==> config.mk <==
export PLATFORM = sky130hd
export DESIGN_NAME = pipe_referee
export DESIGN_NICKNAME = d
export VERILOG_FILES = /design/src/rtl/pipe_referee.sv
export SDC_FILE = /design/constraint.sdc
export NUM_CORES = 1
export LEC_CHECK = 0
export ABC_AREA = 1
export BUFFER_PORTS_ARGS = -buffer_cell sky130_fd_sc_hd__buf_4
export CAP_MARGIN = 20
export CORE_ASPECT_RATIO = 0.5
export CORE_MARGIN = 2
export CORE_UTILIZATION = 50
export DETAILED_ROUTE_END_ITERATION = 10
export PLACE_DENSITY_LB_ADDON = 0.1
export RECOVER_POWER = 25
export SETUP_SLACK_MARGIN = 0.2
export SKIP_CTS_REPAIR_TIMING = 1
export SLEW_MARGIN = 40
export SYNTH_ARGS = -nofsm -noshare
export SYNTH_HDL_FRONTEND = slang
export SYNTH_SLANG_ARGS = --single-unit
export TNS_END_PERCENT = 10
==> constraint.sdc <==
create_clock -name Clk -period 3.7 [get_ports Clk]
set_input_delay 0.185 -clock Clk [delete_from_list [all_inputs] [get_ports Clk]]
set_output_delay 0.185 -clock Clk [all_outputs]
set_load 0.02 [all_outputs]
==> src/rtl/pipe_referee.sv <==
// ============================================================================
// Module   : pipe_referee
// Brief    : Scrolling pipe, collision and score referee for a flappy game.
// Revision : 1.0 - initial release
// ============================================================================
`default_nettype none

module pipe_referee #(
    parameter int PIPE_W    = 60,
    parameter int GAP_H     = 160,
    parameter int PIPE_STEP = 2,
    parameter int SPAWN_X   = 640,
    parameter int FLOOR_Y   = 479
) (
    input  logic       Clk,
    input  logic       reset,
    input  logic       Tick,
    input  logic       q_Initial,
    input  logic       q_Flight,
    input  logic [9:0] Bird_X_L,
    input  logic [9:0] Bird_X_R,
    input  logic [9:0] Bird_Y_T,
    input  logic [9:0] Bird_Y_B,
    output logic       Stop,
    output logic [9:0] Pipe_X_L,
    output logic [9:0] Gap_Y_T,
    output logic [9:0] Gap_Y_B,
    output logic [7:0] Score,
    output logic       q_Idle,
    output logic       q_Run,
    output logic       q_Hit
);

    typedef enum logic [2:0] {
        S_IDLE = 3'b001,
        S_RUN  = 3'b010,
        S_HIT  = 3'b100
    } state_t;

    localparam logic [9:0]  c_SPAWN_X    = 10'(SPAWN_X);
    localparam logic [9:0]  c_STEP       = 10'(PIPE_STEP);
    localparam logic [9:0]  c_GAP_H      = 10'(GAP_H);
    localparam logic [9:0]  c_IDLE_GAP_T = 10'd160;
    localparam logic [9:0]  c_IDLE_GAP_B = 10'd320;
    localparam logic [9:0]  c_GAP_BASE   = 10'd64;
    localparam logic [10:0] c_PIPE_W     = 11'(PIPE_W);
    localparam logic [10:0] c_FLOOR_Y    = 11'(FLOOR_Y);
    localparam logic [7:0]  c_LFSR_SEED  = 8'hA5;
    localparam logic [7:0]  c_LFSR_TAPS  = 8'hB8;

    state_t      r_state;
    logic [7:0]  r_lfsr;
    logic        r_passed;

    logic [10:0] w_pipe_l;
    logic [10:0] w_pipe_r;
    logic        w_overlap_x;
    logic        w_outside_gap;
    logic        w_hit;
    logic        w_cleared;
    logic [7:0]  w_lfsr_next;
    logic [9:0]  w_spawn_gap_t;

    // Widen to 11 bits so Pipe_X_L + PIPE_W never wraps near the right edge.
    assign w_pipe_l      = {1'b0, Pipe_X_L};
    assign w_pipe_r      = w_pipe_l + c_PIPE_W - 11'd1;
    assign w_overlap_x   = ({1'b0, Bird_X_R} >= w_pipe_l) && ({1'b0, Bird_X_L} <= w_pipe_r);
    assign w_outside_gap = ({1'b0, Bird_Y_T} < {1'b0, Gap_Y_T}) ||
                           ({1'b0, Bird_Y_B} > {1'b0, Gap_Y_B});
    assign w_hit         = (w_overlap_x && w_outside_gap) || ({1'b0, Bird_Y_B} >= c_FLOOR_Y);
    assign w_cleared     = (w_pipe_l + c_PIPE_W) < {1'b0, Bird_X_L};

    assign w_lfsr_next   = r_lfsr[0] ? ({1'b0, r_lfsr[7:1]} ^ c_LFSR_TAPS)
                                     : {1'b0, r_lfsr[7:1]};
    assign w_spawn_gap_t = c_GAP_BASE + {2'b00, r_lfsr};

    assign q_Idle = r_state[0];
    assign q_Run  = r_state[1];
    assign q_Hit  = r_state[2];

    always_ff @(posedge Clk) begin
        if (reset) begin
            r_state  <= S_IDLE;
            Stop     <= 1'b0;
            Score    <= 8'd0;
            Pipe_X_L <= c_SPAWN_X;
            Gap_Y_T  <= c_IDLE_GAP_T;
            Gap_Y_B  <= c_IDLE_GAP_B;
            r_passed <= 1'b0;
            r_lfsr   <= c_LFSR_SEED;
        end else begin
            r_lfsr <= w_lfsr_next;
            case (r_state)
                S_IDLE: begin
                    Pipe_X_L <= c_SPAWN_X;
                    Gap_Y_T  <= c_IDLE_GAP_T;
                    Gap_Y_B  <= c_IDLE_GAP_B;
                    r_passed <= 1'b0;
                    Stop     <= 1'b0;
                    if (q_Flight) begin
                        r_state <= S_RUN;
                        Score   <= 8'd0;
                    end
                end
                S_RUN: begin
                    // A collision pre-empts movement, respawn and scoring.
                    if (w_hit) begin
                        r_state <= S_HIT;
                        Stop    <= 1'b1;
                    end else if (!q_Flight) begin
                        r_state  <= S_IDLE;
                        Pipe_X_L <= c_SPAWN_X;
                        Gap_Y_T  <= c_IDLE_GAP_T;
                        Gap_Y_B  <= c_IDLE_GAP_B;
                        r_passed <= 1'b0;
                    end else begin
                        if (!r_passed && w_cleared) begin
                            r_passed <= 1'b1;
                            if (Score != 8'hFF) begin
                                Score <= Score + 8'd1;
                            end
                        end
                        if (Tick) begin
                            if (Pipe_X_L >= c_STEP) begin
                                Pipe_X_L <= Pipe_X_L - c_STEP;
                            end else begin
                                Pipe_X_L <= c_SPAWN_X;
                                Gap_Y_T  <= w_spawn_gap_t;
                                Gap_Y_B  <= w_spawn_gap_t + c_GAP_H;
                                r_passed <= 1'b0;
                            end
                        end
                    end
                end
                S_HIT: begin
                    if (q_Initial) begin
                        r_state  <= S_IDLE;
                        Stop     <= 1'b0;
                        Pipe_X_L <= c_SPAWN_X;
                        Gap_Y_T  <= c_IDLE_GAP_T;
                        Gap_Y_B  <= c_IDLE_GAP_B;
                        r_passed <= 1'b0;
                    end
                end
                default: begin
                    r_state <= S_IDLE;
                    Stop    <= 1'b0;
                end
            endcase
        end
    end

endmodule

`default_nettype wire

=== Yosys cells after proc, flatten, opt, wreduce, memory -nomap -nowiden ===
Index checks and enable logic that the tools add are counted.
Widths: inputs -> output; s select.

* Register bits: 51
* Latch bits: 0
* Memory bits (writable): 0
* Memory bits (read-only): 0
* Output and inout bits: 42
* Logic and storage cells: 89
* Memories kept: 0

* $add $sub $neg: 6
* $mul: 0
* Divide/modulo/power cells: 0
* Order comparisons: 7
* Eq/ne operators: 14
* Shifts and indexed selects: 0
* Mux-type cells: 39
* Bitwise operators: 1
* Reductions and logical operators: 14

{| class="wikitable"
|+ Operators by type and width
! operator !! number
|-
| $mux 10 || 15
|-
| $pmux 10 s3 || 3
|-
| $mux 8 || 6
|-
| $pmux 8 s2 || 1
|-
| $ne 2x2->1 const B || 7
|-
| $mux 3 || 4
|-
| $add 10x6->11 const B || 1
|-
| $le 10x11->1 || 1
|-
| $lt 11x10->1 || 1
|-
| $sub 11x1->11 const B || 1
|-
| $add 9x8->10 const B || 1
|-
| $ge 10x10->1 || 1
|-
| $ge 10x2->1 const B || 1
|-
| $ge 10x9->1 const B || 1
|-
| $gt 10x10->1 || 1
|-
| $lt 10x10->1 || 1
|-
| $sub 10x2->10 const B || 1
|-
| $add 7x8->9 const A || 1
|-
| $ne 3x3->1 const B || 3
|-
| $pmux 3 s3 || 1
|-
| $add 8x1->8 const B || 1
|-
| $ne 8x8->1 const B || 1
|-
| $mux 1 || 7
|-
| $reduce_and 3->1 || 2
|-
| 15 further kinds || 18
|}

=== Depth between registers and ports, before layout ===
Gate-level depths: netlist (run 1).

* Word-level depth: 9
* Gate-level depth with buffers: 26

=== Worst setup path after synthesis (run 1) ===
No wires, ideal clock.

* Path type: reg2reg
* Start: register Pipe_X_L[2]
* End: register Pipe_X_L[9]
* Setup time: 0.122 ns
* Arrival time: 3.091 ns
* Required time: 3.578 ns
* Setup slack: 0.487 ns
* Cell stages (with the launch flop): 25
* Buffers on the path: 1
* Clock period less this slack: 3.213 ns
* Cell sequence: dfxtp_1 -> inv_1 -> ha_1 -> nand2_1 -> nand2_1 -> nand2_2 -> inv_1 -> nor2_1 -> nand3_1 -> xor2_1 -> ha_1 -> nand2_1 -> nor2_1 -> nand2_1 -> a21oi_1 -> nand2_1 -> nand3_2 -> nand2_4 -> nand2_8 -> nand3_4 -> buf_6 -> inv_6 -> nand2_1 -> nand2_1 -> nand3b_1

* Longest elaborated chain between the ends: 8
* Elaborated cells on any way between the ends: 16

{| class="wikitable"
|+ RTL lines
! item !! RTL line !! text
|-
| start, declared || 25 || <nowiki>output logic [9:0] Pipe_X_L,</nowiki>
|-
| start signal, assigned || 86 || <nowiki>Pipe_X_L <= c_SPAWN_X;</nowiki>
|-
| start signal, assigned || 95 || <nowiki>Pipe_X_L <= c_SPAWN_X;</nowiki>
|-
| start signal, assigned || 112 || <nowiki>Pipe_X_L <= c_SPAWN_X;</nowiki>
|-
| $add 10x6->11 || 66 || <nowiki>assign w_pipe_r = w_pipe_l + c_PIPE_W - 11'd1;</nowiki>
|-
| $sub 11x1->11 || 66 ||
|-
| $le 10x11->1 || 67 || <nowiki>assign w_overlap_x = ({1'b0, Bird_X_R} >= w_pipe_l) && ({1'b0, Bird_X_L} <= w_pipe_r);</nowiki>
|-
| $logic_and 1x1->1 || 67 ||
|-
| $logic_and 1x1->1 || 70 || <nowiki>assign w_hit = (w_overlap_x && w_outside_gap) || ({1'b0, Bird_Y_B} >= c_FLOOR_Y);</nowiki>
|-
| $logic_or 1x1->1 || 70 ||
|-
| $ne 2x2->1 (no source line) || n/a ||
|-
| $reduce_and 4->1 (no source line) || n/a ||
|}

Parallel ways exist; a longest one is shown, timed or not. The select of a mux whose other input is x is not followed.
A chain may end at the register's enable or synchronous reset.

=== Final worst setup path (run 1) ===
* Start: register Pipe_X_L[3]
* End: register Pipe_X_L[7]

The elaborated chain is that of the path after synthesis.

==> key figures, run 1 <==
Routing
  – Mean routed wirelength per cell: 12.3 µm
  – Detailed Routing Iterations Pass 1: 4
  – Vias: 3492
  – Antenna viol nets, final: 0
  – Routed wire length: 8600 µm
  – Drt via density: 5.01
  – Iter 0 DRT Violations: 113
  – Detailed-route DRC error count: 0

Global route
  – GR Util All Layers: 0.215
  – Largest net degree at the start of global routing: 25
  – Grt ovf: 0
  – Wire length of the first global-routing pass: 14500 µm
  – Vias in the first global route: 3257
  – Antenna violations before repair: 0

Setup path
  – Crit path max-delay family: simple AND/OR/NAND/NOR gates
  – R2r setup slk: 0.49 ns
  – Slowest stage delay, CP: 0.31 ns
  – Worst R2R End: Pipe_X_L[7]$_SDFFE_PP1P_
  – Critical R2R Launch: Pipe_X_L[3]$_SDFFE_PP0P_
  – Startpoint types: flop
  – CP endpoint kind: flop
  – Buf/Inv on CP: 3
  – Critical Path Most Common Cell: nand2_1
  – R2R cell count: 22
  – Critical path class: flop to flop
  – Worst-path fanout max: 9
  – CP Cell Sequence: inv_1 -> ha_4 -> xor2_2 -> nor2_2 -> nand2_1 -> nor2_1 -> nand3_1 -> xor2_1 -> ha_1 -> nand2_1 -> nor2_1 -> a211oi_1 -> a21oi_2 -> nand2_1 -> nand3_2 -> nand2_4 -> nand2_8 -> nand3_4 -> buf_12 -> inv_6 -> o21ai_0 -> nand3_1
  – Slowest cell on the critical path: dfxtp_1
  – Worst EP required: 3.86 ns
  – Worst EP arrival: 3.37 ns

Timing
  – Worst hold slack: 0.255 ns
  – Hold Fails Final Rpt: 0
  – Peak Freq: 311 MHz
  – Max-slew headroom: 0.170
  – Tmin final: 3.21 ns
  – Setup TNS: 0 ns
  – Slew Limit Fails: 0
  – Setup repair after global routing missed its margin: yes
  – Final Cycle Share: 0.869
  – Clock skew: 0.00787 ns
  – Worst slew pin tran: 1.24 ns
  – Final Setup Violations: 0

Placement
  – Post-DP HPWL: 6820 µm
  – RePlAce Congestion: 0.837
  – Port-buffer cells: 83

Logic synthesis
  – Synth area leaders: dfxtp_1 24%, ha_1 19%, nand2_1 11%, inv_1 7.0%, nand3_1 5.1%
  – Post-synth EDFFs: 0
  – Post-synth ARST share: 0
  – Synth top cells by count: 104 x nand2_1, 69 x inv_1, 55 x ha_1
  – Post-synth cell types: 42
  – Syn Area/Cell: 7.21 µm²
  – Synth warnings: 0
  – Yosys top cell by area: dfxtp_1
  – Synthesized area: 3710 µm²
  – #FFs+latches synth: 44
  – Register area share after synthesis: 0.237
  – Post-synth top area share: 0.237
  – Dominant synthesized flop cell: dfxtp_1
  – Count leader, synth: nand2_1
  – Post-Syn Instances: 515

Power
  – PwrDens: 447 nW/µm²
  – Peak supply drop: 0.210 mV
  – LEAKAGE: 0.00221 µW

Job
  – Max Cap Viol: 0

Floorplan
  – Site row count: 22
  – Core footprint: 7270 µm²
  – Initial Utilization: 0.511
  – Die width: 126 µm
  – Die Height: 64.9 µm
  – Die area: 8170 µm²
  – I/O pin count: 87

Clock network
  – Clock-pin slew on the worst setup and hold paths: 0.06 ns
  – Total CTS buffers: 5
  – CTS tree: built
  – Clock root buffer: clkbuf_16
  – Clock Path Buffers: 2
  – CTS Sinks: 44
  – # H-tree levels: 2
  – Clk_lat worst skew: 0.28 ns

Min path
  – WHS Path Cells: 4
  – Hold_sp: q_Flight
  – Hold EP: r_state[0]$_SDFFE_PP1P_
  – Worst hold path type: input port to flop

Finish
  – Fin nets: 701
  – Final Core Density: 0.633
  – Area Overhead vs Synth: 23.9%
  – Layout cells sized above 1: 0.225
  – Ant. Diodes: 0
  – # fillers: 700

Status
  – Status: finished, final reports clean
## routing by layer
layer / vias up / GRT usage / routed length, µm
li1: 1859 / - / -
met1: 1547 / 0.294 / 4330
met2: 78 / 0.361 / 3750
met3: 8 / 0.0347 / 438
met4: 0 / 0.0495 / 85
met5: - / 0 / 0
## kinds of logic after synthesis
| family | share of synthesized area |
|---|---|
| AND/OR/NAND/NOR | 0.289 |
| buffers and inverters | 0.111 |
| AO/OA/AOI/OAI | 0.132 |
| adder cells (fa/ha/maj) | 0.185 |
| flip-flops | 0.237 |
| XOR/XNOR | 0.0445 |
| other | 0.00101 |
## cells in the final DEF (no fill, tap or decap), types with 5 or more instances in the layout
cell	netlist	final
ha_1	55	54
o21ai_0	18	18
nand2_1	104	103
clkbuf_1	4	14
nor2_1	40	37
buf_4	7	77
a21oi_1	37	36
nand2_2	5	6
a21oi_2	5	6
clkbuf_16	0	5
nor4_1	5	5
nand3_1	38	38
dfxtp_1	44	44
inv_1	69	69
nor2_2	5	9
nor3_1	6	6
xor2_1	13	13
o21ai_2	6	6
## worst min-delay path, cell delays in order
cell,delay (ns)
buf_4,0.11
nor2_1,0.06
nor2_1,0.08
nand2_1,0.05
## flip-flops by register name, indices dropped and copies added, names as in the netlist
name and cells:
r_state 3, Gap_Y_B 10, r_passed 1, r_lfsr 8, Stop 1, Gap_Y_T 4, Pipe_X_L 9, Score 8
## worst max-delay path by stage
stage,from,end,slack (ns),depth (start not counted)
finish,Pipe_X_L[3]$_SDFFE_PP0P_,Pipe_X_L[7]$_SDFFE_PP1P_,0.49,22
global route,Pipe_X_L[3]$_SDFFE_PP0P_,Pipe_X_L[6]$_SDFFE_PP0P_,0.15,22
CTS,Pipe_X_L[3]$_SDFFE_PP0P_,Gap_Y_T[6]$_SDFFE_PP0P_,0.25,22
detailed placement,Pipe_X_L[3]$_SDFFE_PP0P_,Gap_Y_T[6]$_SDFFE_PP0P_,0.28,22
global placement,Pipe_X_L[3]$_SDFFE_PP0P_,Gap_Y_B[3]$_SDFFE_PP0P_,0.35,22
floorplan,Pipe_X_L[2]$_SDFFE_PP0P_,Pipe_X_L[9]$_SDFFE_PP1P_,0.49,24
## area by class of cell
class	count	area, µm²	area share
timing repair buffer	93	671	0.146
clock inverter	2	60.1	0.0131
tap	96	120	0.0261
sequential	44	881	0.191
multi-input combinational	382	2460	0.534
inverter	75	287	0.0623
clock buffer	5	125	0.0272
## power breakdown
part           switching, µW  total (µW)  internal (µW)  leakage, µW
combinational            560         935            375      0.00176
sequential              41.3         558            517     0.000359
clock                    183         566            383    0.0000899
## through the flow
stage,cells,power [µW],setup slack [ns],instance area (µm²)
detailed placement,688,1470,0.279,4430
finish,697,2060,0.486,4600
floorplan,516,1210,0.487,3720
global route,697,2220,0.145,4600
CTS,695,2040,0.246,4610
global placement,688,1460,0.346,4430
No activity file was read; power rests on OpenSTA's default activity.
==> run 2: changes to the inputs <==
- CAP_MARGIN: 20 -> unset
- clock period: 3.7 -> 3.9 ns (I/O delays scaled with it)
==> run 2 against run 1 <==
Flip-flop and latch count unchanged; clock skew shrank 0.0026 ns; critical endpoint is now Gap_Y_T[6]$_SDFFE_PP0P_; sequential share of layout area is 0.36 points higher; critical path type unchanged; worst hold slack gained 0.017 ns.
==> key figures, run 2 (synthesis results as in run 1) <==
Global route
  – GR Util All Layers: 0.215
  – Antenna violations before repair: 0
  – Largest net degree at the start of global routing: 25
  – Vias in the first global route: 3348
  – Grt ovf: 0
  – Wire length of the first global-routing pass: 14600 µm

Timing
  – Peak Freq: 305 MHz
  – Final Cycle Share: 0.840
  – Slew Limit Fails: 0
  – Final Setup Violations: 0
  – Hold Fails Final Rpt: 0
  – Max-slew headroom: 0.160
  – Clock skew: 0.00524 ns
  – Setup TNS: 0 ns
  – Setup repair after global routing missed its margin: no
  – Tmin final: 3.28 ns
  – Worst slew pin tran: 1.26 ns

Finish
  – Number of flip-flops in the largest register: 10
  – Largest regs: Gap_Y_B (10), Pipe_X_L (9)
  – # fillers: 720
  – Area of the multi-input gates: 2450 µm²
  – Layout cells sized above 1: 0.216
  – Area Overhead vs Synth: 21.8%
  – Fin nets: 697
  – Final Non-Filler Cells: 694
  – Register Area: 882 µm²
  – Commonest non-fill, non-tap cell in the layout: nand2_1
  – Most frequent cells in the layout: 103 x nand2_1, 75 x buf_4, 69 x inv_1
  – Ant. Diodes: 0
  – Reg with most FFs: Gap_Y_B

Floorplan
  – Initial Utilization: 0.511
  – Die width: 126 µm
  – Die area: 8170 µm²
  – I/O pin count: 87
  – Core footprint: 7270 µm²
  – Site row count: 22
  – Die Height: 64.9 µm

Setup path
  – Critical path class: flop to flop
  – R2R cell count: 21
  – Worst EP required: 4.12 ns
  – R2r setup slk: 0.62 ns
  – Worst EP arrival: 3.50 ns
  – CP endpoint kind: flop
  – Slowest cell on the critical path: dfxtp_1
  – Worst R2R End: Gap_Y_T[6]$_SDFFE_PP0P_
  – CP Launch Point: Pipe_X_L[3]$_SDFFE_PP0P_
  – Critical R2R Launch: Pipe_X_L[3]$_SDFFE_PP0P_
  – Worst-path fanout max: 7
  – Startpoint types: flop
  – Slowest stage delay, CP: 0.31 ns
  – CP Cell Sequence: inv_1 -> ha_2 -> nand3_1 -> nand2_2 -> inv_1 -> nor2_1 -> nand3_1 -> xor2_1 -> ha_1 -> nand2_1 -> nor2_1 -> nand2_1 -> a21oi_1 -> nand2_1 -> nand3_2 -> nand2_4 -> nand2_8 -> nand3_4 -> nor2_4 -> nand3_1 -> o21ai_2

Power
  – PwrDens: 409 nW/µm²
  – Peak supply drop: 0.262 mV
  – LEAKAGE: 0.00218 µW

Min path
  – WHS Path Cells: 4
  – Hold_sp: q_Flight
  – Worst hold path type: input port to flop
  – Hold EP: r_state[0]$_SDFFE_PP1P_

Status
  – Status: finished, final reports clean

Routing
  – Detailed-route DRC error count: 0
  – Routed wire length: 8470 µm
  – Mean routed wirelength per cell: 12.2 µm
  – Antenna viol nets, final: 0
  – Iter 0 DRT Violations: 102
  – Drt via density: 5.02
  – Detailed Routing Iterations Pass 1: 4
  – Vias: 3487

Placement
  – Post-DP HPWL: 6840 µm
  – Cell Count Post-Placement: 683
  – RePlAce Congestion: 0.829
  – Port-buffer cells: 83

Clock network
  – Clock-pin slew on the worst setup and hold paths: 0.06 ns
  – CTS Sinks: 44
  – Total CTS buffers: 5
  – # H-tree levels: 2
  – Clk_lat worst skew: 0.28 ns
  – CTS tree: built
  – Clock Path Buffers: 2
  – Clock root buffer: clkbuf_16

Job
  – Max Cap Viol: 0
==> run 2: metrics by stage <==
stage	instance area [µm²]	hold slack, ns	utilization	setup WS [ns]	power, µW
2_1_floorplan	3720	0.377	-	0.687	1150
3_3_place_gp	4370	0.419	0.601	0.385	1340
3_5_place_dp	4370	0.425	0.601	0.358	1350
4_1_cts	4540	0.264	0.625	0.328	1840
5_1_grt	4520	0.305	0.623	0.244	2010
6_report	4520	0.271	0.623	0.624	1850
==> run 2: worst max-delay path by stage <==
stage / endpoint / slack (ns) / cells after the start
4_1_cts: Gap_Y_T[6]$_SDFFE_PP0P_ / 0.33 / 22
6_report: Gap_Y_T[6]$_SDFFE_PP0P_ / 0.62 / 21
3_3_place_gp: Gap_Y_B[3]$_SDFFE_PP0P_ / 0.38 / 22
2_1_floorplan: Pipe_X_L[9]$_SDFFE_PP1P_ / 0.69 / 24
5_1_grt: Gap_Y_B[5]$_SDFFE_PP0P_ / 0.24 / 23
3_5_place_dp: Gap_Y_T[6]$_SDFFE_PP0P_ / 0.36 / 22
==> run 2: final cells by class <==
type / instances / area share
multi-input cells: 382 / 0.541
flip-flops and latches: 44 / 0.195
well taps: 96 / 0.0265
clock inverters: 3 / 0.0105
repair buffers: 89 / 0.136
clock buffers: 5 / 0.0277
inverters: 75 / 0.0633
==> run 2: metal layers <==
metal,global-route usage,vias to the layer above,wire length [µm]
li1,-,1848,-
met1,0.288,1563,4340
met2,0.380,70,3740
met3,0.0322,6,337
met4,0.0316,0,48
met5,0,-,0
==> run 2: worst max-delay path, delay by kind of cell (launching register included) <==
kind	cells	cell delay [ns]
flip-flops	1	0.31
AND/OR/NAND/NOR	14	1.75
adder cells (fa/ha/maj)	2	0.57
buffers and inverters	2	0.19
AO/OA/AOI/OAI	2	0.23
XOR/XNOR	1	0.15
==> run 2: where the power goes <==
group | switching, µW | internal [µW] | total [µW]
clock | 181 | 304 | 485
sequential | 48.8 | 491 | 540
combinational | 510 | 316 | 826
==> run 3: changes to the inputs <==
- clock period: 3.9 -> 3.4 ns (I/O delays scaled with it)
==> run 3 against run 2 <==
Fmax increased by 3.0%; largest cell class unchanged; highest routed layer unchanged; cell area increased by 5.7%; first-iteration DRC count increased by 55%; register-to-register slack got worse by 0.40 ns; clock skew increased by 0.0010 ns; worst hold slack got worse by 0.023 ns; core utilization increased by 3.5 points; global-route usage increased by 0.97 points; non-clock buffer count increased by 15; largest power group unchanged.
==> key figures, run 3 (synthesis results as in run 1) <==
Power
  – LEAKAGE: 0.00226 µW
  – PwrDens: 459 nW/µm²
  – Peak supply drop: 0.221 mV

Finish
  – Reg with most FFs: Gap_Y_B
  – Final Core Density: 0.658
  – Number of flip-flops in the largest register: 10
  – Area Overhead vs Synth: 28.8%
  – Fin nets: 712
  – Ant. Diodes: 0
  – # fillers: 679
  – Largest regs: Gap_Y_B (10), Pipe_X_L (9)
  – Final Non-Filler Cells: 709
  – Most frequent cells in the layout: 99 x nand2_1, 88 x buf_4, 66 x inv_1
  – Commonest non-fill, non-tap cell in the layout: nand2_1
  – Final Cell Area: 4780 µm²
  – Layout cells sized above 1: 0.285

Setup path
  – R2r setup slk: 0.22 ns
  – CP endpoint kind: flop
  – Crit path capture: Gap_Y_B[5]$_SDFFE_PP0P_
  – Startpoint types: flop
  – Critical path class: flop to flop
  – Worst EP required: 3.62 ns
  – Worst-path fanout max: 7
  – Worst EP arrival: 3.40 ns
  – R2R cell count: 21
  – CP Launch Point: Pipe_X_L[2]$_SDFFE_PP0P_
  – Worst R2R End: Gap_Y_B[5]$_SDFFE_PP0P_
  – Critical R2R Launch: Pipe_X_L[2]$_SDFFE_PP0P_

Routing
  – Routed wire length: 9110 µm
  – Detailed Routing Iterations Pass 1: 4
  – Vias: 3584
  – Iter 0 DRT Violations: 158
  – Mean routed wirelength per cell: 12.9 µm
  – Antenna viol nets, final: 0
  – Detailed-route DRC error count: 0
  – Drt via density: 5.06

Clock network
  – Clock root buffer: clkbuf_16
  – CTS Sinks: 44
  – CTS tree: built
  – Clock Path Buffers: 2
  – Clock-pin slew on the worst setup and hold paths: 0.06 ns
  – Clk_lat worst skew: 0.28 ns
  – Total CTS buffers: 5
  – # H-tree levels: 2

Timing
  – Tmin final: 3.18 ns
  – Final Setup Violations: 0
  – Worst slew pin tran: 1.28 ns
  – Hold Fails Final Rpt: 0
  – Setup TNS: 0 ns
  – Clock skew: 0.00629 ns
  – Final Cycle Share: 0.935
  – Final worst slack: 0.220 ns
  – Peak Freq: 314 MHz
  – Setup repair after global routing missed its margin: yes
  – Max-slew headroom: 0.145
  – Slew Limit Fails: 0

Global route
  – Vias in the first global route: 3418
  – Grt ovf: 0
  – Wire length of the first global-routing pass: 15100 µm
  – Largest net degree at the start of global routing: 25
  – Antenna violations before repair: 0
  – GR Util All Layers: 0.225

Placement
  – Port-buffer cells: 83
  – RePlAce Congestion: 0.835
  – Post-Place Setup Slack: -0.0173 ns
  – Cell Count Post-Placement: 689
  – Area post-placement: 4410 µm²
  – Post-DP HPWL: 7140 µm

Floorplan
  – Initial Utilization: 0.511
  – Site row count: 22
  – Core footprint: 7270 µm²
  – Die area: 8170 µm²
  – Die Height: 64.9 µm
  – Die width: 126 µm
  – I/O pin count: 87

Status
  – Status: finished, final reports clean

Min path
  – Worst hold path type: input port to flop

Job
  – Max Cap Viol: 0
==> run 3: stage by stage <==
stage	hold WS, ns	power, µW
after CTS	0.247	2080
after detailed placement	0.423	1590
after floorplan	0.352	1320
after global placement	0.413	1570
after global routing	0.263	2370
final	0.249	2190
==> run 3: layer usage <==
metal / up-vias / GRT usage / part of all wire
li1: 1882 / - / -
met1: 1609 / 0.297 / 0.48
met2: 79 / 0.392 / 0.46
met3: 14 / 0.0388 / 0.050
met4: 0 / 0.0467 / 0.011
met5: - / 0 / 0
==> run 3: worst max-delay path: stages (launching register included) <==
cell     delay [ns]
dfxtp_4        0.36
inv_4          0.04
ha_4           0.19
xor2_4         0.17
nor2_2         0.15
nand2_2        0.10
nor2_4         0.10
nand3_2        0.08
xor2_2         0.15
ha_1           0.31
nand2_2        0.08
nor2_4         0.12
nand2_2        0.06
a21oi_2        0.15
nand2_1        0.11
nand3_2        0.11
nand2_4        0.08
nand2_8        0.13
nand3_4        0.11
nor2_4         0.28
nand3_2        0.13
o21ai_2        0.09
==> run 3: layout make-up <==
type,instances,area [µm²],area share
Clock inverter,1,7.51,0.00157
Clock buffer,7,143,0.0298
Tap cell,96,120,0.0251
Inverter,75,292,0.0610
Sequential cell,44,892,0.187
Timing Repair Buffer,104,744,0.156
Multi-Input combinational cell,382,2580,0.540
==> run 3: worst min path at each step <==
stage | cells past startpoint | startpoint | end
after floorplan | 3 | q_Flight | Gap_Y_T[5]$_SDFFE_PP1P_
after global placement | 2 | r_lfsr[2]$_SDFF_PP1_ | r_lfsr[1]$_SDFF_PP0_
after detailed placement | 2 | r_lfsr[2]$_SDFF_PP1_ | r_lfsr[1]$_SDFF_PP0_
after CTS | 4 | q_Flight | Gap_Y_T[5]$_SDFFE_PP1P_
after global routing | 4 | q_Flight | r_state[0]$_SDFFE_PP1P_
final | 4 | q_Flight | Gap_Y_T[5]$_SDFFE_PP1P_
==> run 3: where the power goes <==
part           total [µW]  leakage, µW  internal, µW  switching [µW]
Clock                 484    0.0000701           292             192
Combinational        1100      0.00183           445             652
Sequential            612     0.000362           564            47.8
Total                2190      0.00226          1300             891
